[src/rtl/step_sequencer.sv]
// rtl/step_sequencer.sv - step strobe sequencer with programmable gap, settle cycle and state capture
//
// Purpose:
//   Accepts a request for N steps and issues N single-cycle step strobes to the
//   4-bit state register, spaced by GAP idle cycles. After the last strobe it
//   waits one settle cycle, captures the returned state code and pulses done.
//
// Ports:
//   i_clk          system clock, rising edge
//   i_reset_n      asynchronous active-low reset
//   i_start        request strobe, honoured only in IDLE
//   i_steps        number of strobes to issue, latched with i_start
//   i_pause        level; holds off strobes and freezes the gap counter
//   i_y            current state code from the state register
//   o_s            step strobe, one cycle per step
//   o_busy         high from the cycle after an accepted start through SETTLE
//   o_done         one-cycle completion pulse
//   o_remaining    strobes still to issue
//   o_final_state  state code captured at the end of SETTLE
module step_sequencer #(
   parameter int GAP = 1
) (
   input  logic       i_clk,
   input  logic       i_reset_n,
   input  logic       i_start,
   input  logic [3:0] i_steps,
   input  logic       i_pause,
   input  logic [3:0] i_y,
   output logic       o_s,
   output logic       o_busy,
   output logic       o_done,
   output logic [3:0] o_remaining,
   output logic [3:0] o_final_state
);

   typedef enum logic [2:0] {
      ST_IDLE,
      ST_STEP,
      ST_GAP,
      ST_SETTLE,
      ST_DONE
   } state_t;

   localparam logic [2:0] GAP_LOAD = 3'(GAP);

   state_t     r_state;
   state_t     w_state_nxt;
   logic [3:0] r_remaining;
   logic [3:0] w_remaining_nxt;
   logic [2:0] r_gap_cnt;
   logic [2:0] w_gap_cnt_nxt;
   logic [3:0] r_final_state;
   logic [3:0] w_final_state_nxt;
   logic       w_s;

   always_ff @(posedge i_clk or negedge i_reset_n) begin
      if (!i_reset_n) begin
         r_state       <= ST_IDLE;
         r_remaining   <= 4'd0;
         r_gap_cnt     <= 3'd0;
         r_final_state <= 4'd0;
      end else begin
         r_state       <= w_state_nxt;
         r_remaining   <= w_remaining_nxt;
         r_gap_cnt     <= w_gap_cnt_nxt;
         r_final_state <= w_final_state_nxt;
      end
   end

   always_comb begin
      w_state_nxt       = r_state;
      w_remaining_nxt   = r_remaining;
      w_gap_cnt_nxt     = r_gap_cnt;
      w_final_state_nxt = r_final_state;
      w_s               = 1'b0;
      unique case (r_state)
         ST_IDLE: begin
            if (i_start) begin
               if (i_steps != 4'd0) begin
                  w_remaining_nxt = i_steps;
                  w_state_nxt     = ST_STEP;
               end else begin
                  w_state_nxt = ST_SETTLE;
               end
            end
         end
         ST_STEP: begin
            if (!i_pause) begin
               w_s = 1'b1;
               if (r_remaining != 4'd0) begin
                  w_remaining_nxt = r_remaining - 4'd1;
               end
               if (r_remaining <= 4'd1) begin
                  w_state_nxt = ST_SETTLE;
               end else if (GAP != 0) begin
                  w_gap_cnt_nxt = GAP_LOAD;
                  w_state_nxt   = ST_GAP;
               end
            end
         end
         ST_GAP: begin
            // The counter is loaded with GAP, so the last idle cycle is the one
            // that takes it from 1 to 0; the next cycle is already a STEP.
            if (!i_pause) begin
               if (r_gap_cnt != 3'd0) begin
                  w_gap_cnt_nxt = r_gap_cnt - 3'd1;
               end
               if (r_gap_cnt <= 3'd1) begin
                  w_state_nxt = ST_STEP;
               end
            end
         end
         ST_SETTLE: begin
            w_final_state_nxt = i_y;
            w_state_nxt       = ST_DONE;
         end
         ST_DONE: begin
            w_state_nxt = ST_IDLE;
         end
         default: begin
            w_state_nxt = ST_IDLE;
         end
      endcase
   end

   // The strobe is decoded from the registered state so that an asynchronous
   // reset truncates a strobe already on the wire.
   assign o_s           = w_s;
   assign o_busy        = (r_state == ST_STEP) || (r_state == ST_GAP) || (r_state == ST_SETTLE);
   assign o_done        = (r_state == ST_DONE);
   assign o_remaining   = r_remaining;
   assign o_final_state = r_final_state;

endmodule

[config.mk]
export PLATFORM = sky130hd
export DESIGN_NAME = step_sequencer
export DESIGN_NICKNAME = d
export VERILOG_FILES = /design/src/rtl/step_sequencer.sv
export SDC_FILE = /design/constraint.sdc
export NUM_CORES = 1
export LEC_CHECK = 0
export CORE_MARGIN = 10
export CORE_UTILIZATION = 51
export DETAILED_ROUTE_END_ITERATION = 6
export PLACE_DENSITY_LB_ADDON = 0.2
export SETUP_SLACK_MARGIN = 0.1
export SKIP_LAST_GASP = 1
export SLEW_MARGIN = 40
export SYNTH_ARGS = -nofsm -noshare
export SYNTH_HDL_FRONTEND = slang
export SYNTH_SLANG_ARGS = --single-unit
[constraint.sdc]
create_clock -name i_clk -period 5.15 [get_ports i_clk]
set_input_delay 1.545 -clock i_clk [delete_from_list [all_inputs] [get_ports i_clk]]
set_output_delay 1.545 -clock i_clk [all_outputs]
set_load 0.02 [all_outputs]
==> impl_metrics.ini <==
[run_status]
status = finished, final reports clean

[pwr]
ir_worst_vdd_mv = 0.354
power.density_mw_per_mm2 = 598
leakagePower_nw = 0.495
fin_total_pwr_mw = 0.676

[clock_tree]
postCtsHoldBufs = 0
h-tree-depth = 1
post-cts-setup-buffers = 0
numClockSinks = 14
clock-root-buffer = clkbuf_4
cts.repair.resized = 0
clockBufferDepth = 2
cts-buffers-inserted = 3
cts_tree = done
clk_pin_slew_ps = 80
clkLatencyLatePin_ps = 290

[finish]
synthToLayoutAreaGrowth_pct = 27.9
multiInputGateArea_um2 = 477
drive_above_1_share_pct = 12.7
layout.nets = 129
fillers = 129
final_cell_count_no_fill = 126
n_antenna_cell = 0
regArea_um2 = 350

[synthesis]
syn_nets = 107
ys_seq_elements = 14
synth_edf_count = 0
syn-cell-area_um2 = 883
synth.yosys.seq_area_share_pct = 39.7
syn_area_per_cell_um2 = 9.93
synth.distinct_cells = 35
synth_ff_type = dfrtp_1
ys_warn_count = 0
async_reset_ff_share_pct = 100
synth_cells = 89

[drt]
drt_iter0_markers = 10
firstDrtPassIters = 4
postRouteWirelength_um = 1800
ant_nets = 0
post_drt_wl_per_cell_um = 14.3
drc = 0
vias = 700
via_per_inst = 5.56

[global_routing]
grtUsageMet1_pct = 11.8
first_global_vias = 708
busiest_layer = met2
grt_max_degree = 15
grtUsageTotal_pct = 10.6
grt_pass1_wl_um = 3110
grt-ovfl-total = 0
antenna_found_initial = 0
met3_usage_pct = 5.56
met2_usage_pct = 17.6

[worst_hold_path]
hold_end = o_final_state[3]$_DFFE_PN0P_
hold_start = o_final_state[3]$_DFFE_PN0P_
holdCritPathClass = flop to flop
whs_path_depth = 1

[setup_path]
criticalPathCategory = input pin to output port
rr_endpoint = o_remaining[0]$_DFFE_PN0P_
r2r_slack_ps = 3360
path_cells = clkdlybuf4s50_1 > nor4b_2 > clkdlybuf4s50_1
required_ps = 3610
cpPeakStageDelay_ps = 660
cp-start-kind = input pin
critPathMaxFanout = 6
crit_path_top_delay_cell = clkdlybuf4s50_1
cp-end-kind = output port
r2r_start = o_remaining[0]$_DFFE_PN0P_
cp.arrival_ps = 3050
rr_worst_depth = 6
cpMostUsedCell = clkdlybuf4s50_1
critPathBufInv = 2
path_delay_family = buffers and inverters

[job]
maxCapViolCount = 0

[timing]
timing.final.crit_share_pct = 89.3
slew_violations = 0
final-setup-viol-count = 0
min_period_ps = 4600
tns_ps = 0
skew_ps = 13.4
rsz0062_at_grt = no
hold_viol = 0
worst_pin_slew_ps = 630
slew_headroom_pct = 57.9
clock.fmax_mhz = 217

[placement]
io_buffers = 22
place.gp.congestion = 0.786
dp.final_hpwl_um = 1410
place_inst = 122

[die]
die_area_mm2 = 0.00380
top_level_ports = 23
core-area_mm2 = 0.00158
die_h_um = 61.6
num_rows = 14
fp.dieW_um = 61.6
initial_core_util_pct = 56.0
-- cell usage after synthesis (2+ instances only) --
| cell | instances | share of area, % |
|---|---|---|
| mux2i_1 | 2 | 2.3 |
| buf_2 | 3 | 1.7 |
| inv_1 | 7 | 3.0 |
| nor2b_1 | 2 | 1.4 |
| nand2_1 | 4 | 1.7 |
| ha_1 | 6 | 8.5 |
| a21oi_1 | 3 | 1.7 |
| or2_2 | 2 | 1.4 |
| nor3_1 | 3 | 1.7 |
| a211oi_1 | 2 | 1.7 |
| o21a_1 | 3 | 2.5 |
| mux2_2 | 4 | 5.1 |
| nor2_1 | 7 | 3.0 |
| o21ai_0 | 4 | 2.3 |
| nand2b_1 | 4 | 2.8 |
| dfrtp_1 | 14 | 40 |
-- cell usage in the layout (no fill, tap or decap) --
cell type,synthesis,routed
a21oi_1,3,3
o21ai_0,4,4
or4_4,1,1
nor3_1,3,3
clkbuf_4,0,3
and3b_1,1,1
a22oi_1,1,1
clkdlybuf4s50_1,0,22
or3b_1,1,1
or3b_2,1,1
mux2_2,4,4
a211oi_4,1,1
a211oi_1,2,2
nor2_1,7,7
nand2_1,4,4
or2_2,2,2
ha_1,6,6
clkbuf_8,0,1
o211ai_1,1,1
a32o_1,1,1
dfrtp_1,14,14
mux2i_1,2,2
and2_1,1,1
a22o_1,1,1
o21a_1,3,3
o31ai_1,1,1
nand2b_1,4,4
nand4b_1,1,1
xnor2_1,1,1
nor3b_1,1,1
inv_1,7,7
nand3b_1,1,1
nor2b_1,2,2
nor4b_2,1,1
nand3_1,1,1
-- how the worst max path moves through the flow --
stage	startpoint	to	slack, ps	cells after the start
after CTS	i_pause	o_s	540	3
final	i_pause	o_s	550	3
after floorplan	i_pause	o_s	1570	1
after detailed placement	i_pause	o_s	540	3
after global routing	i_pause	o_s	480	3
after global placement	i_pause	o_s	540	3
-- power by group --
group	total [mW]	switching, mW	internal, mW
Sequential	0.222	0.0607	0.161
Combinational	0.372	0.184	0.188
Clock	0.0812	0.0382	0.0430
Total	0.676	0.283	0.393
-- per-stage QoR --
stage | hold slack, ps | setup slack (ps) | utilization [%] | area (um^2)
3_5_place_dp | 499 | 544 | 69.4 | 1090
4_1_cts | 519 | 538 | 71.7 | 1130
6_report | 514 | 551 | 71.7 | 1130
2_1_floorplan | 493 | 1570 | - | 883
5_1_grt | 539 | 478 | 71.7 | 1130
3_3_place_gp | 487 | 543 | 69.4 | 1090
-- registers in the layout, indices dropped and copies added (netlist names) --
signal         count
o_final_state      4
o_remaining        4
r_gap_cnt          3
r_state            3
-- final cells by class --
type                            instances  share of cell area (%)
Clock buffer                            4                    3.21
Inverter                                7                    2.33
Multi-Input combinational cell         63                    42.2
Sequential cell                        14                    31.0
Tap cell                               16                    1.77
Timing Repair Buffer                   22                    19.5
-- cells by family (layout without fill, tap and decap cells) --
group                    Yosys count  count (layout)  share of synthesized area [%]
XOR/XNOR                           1               1                          0.992
adder cells (fa/ha/maj)            6               6                           8.50
flip-flops                        14              14                           39.7
AND/OR/NAND/NOR                   32              32                           22.0
AO/OA/AOI/OAI                     18              18                           15.2
multiplexers                       6               6                           7.37
buffers and inverters             12              33                           6.37
-- per-layer routing --
layer  part of all wire, %  vias up
li1                      -      348
met1                    42      332
met2                    49       17
met3                   7.9        3
met4                  0.83        0
met5                     0        -
No activity file was read; power rests on OpenSTA's default activity.
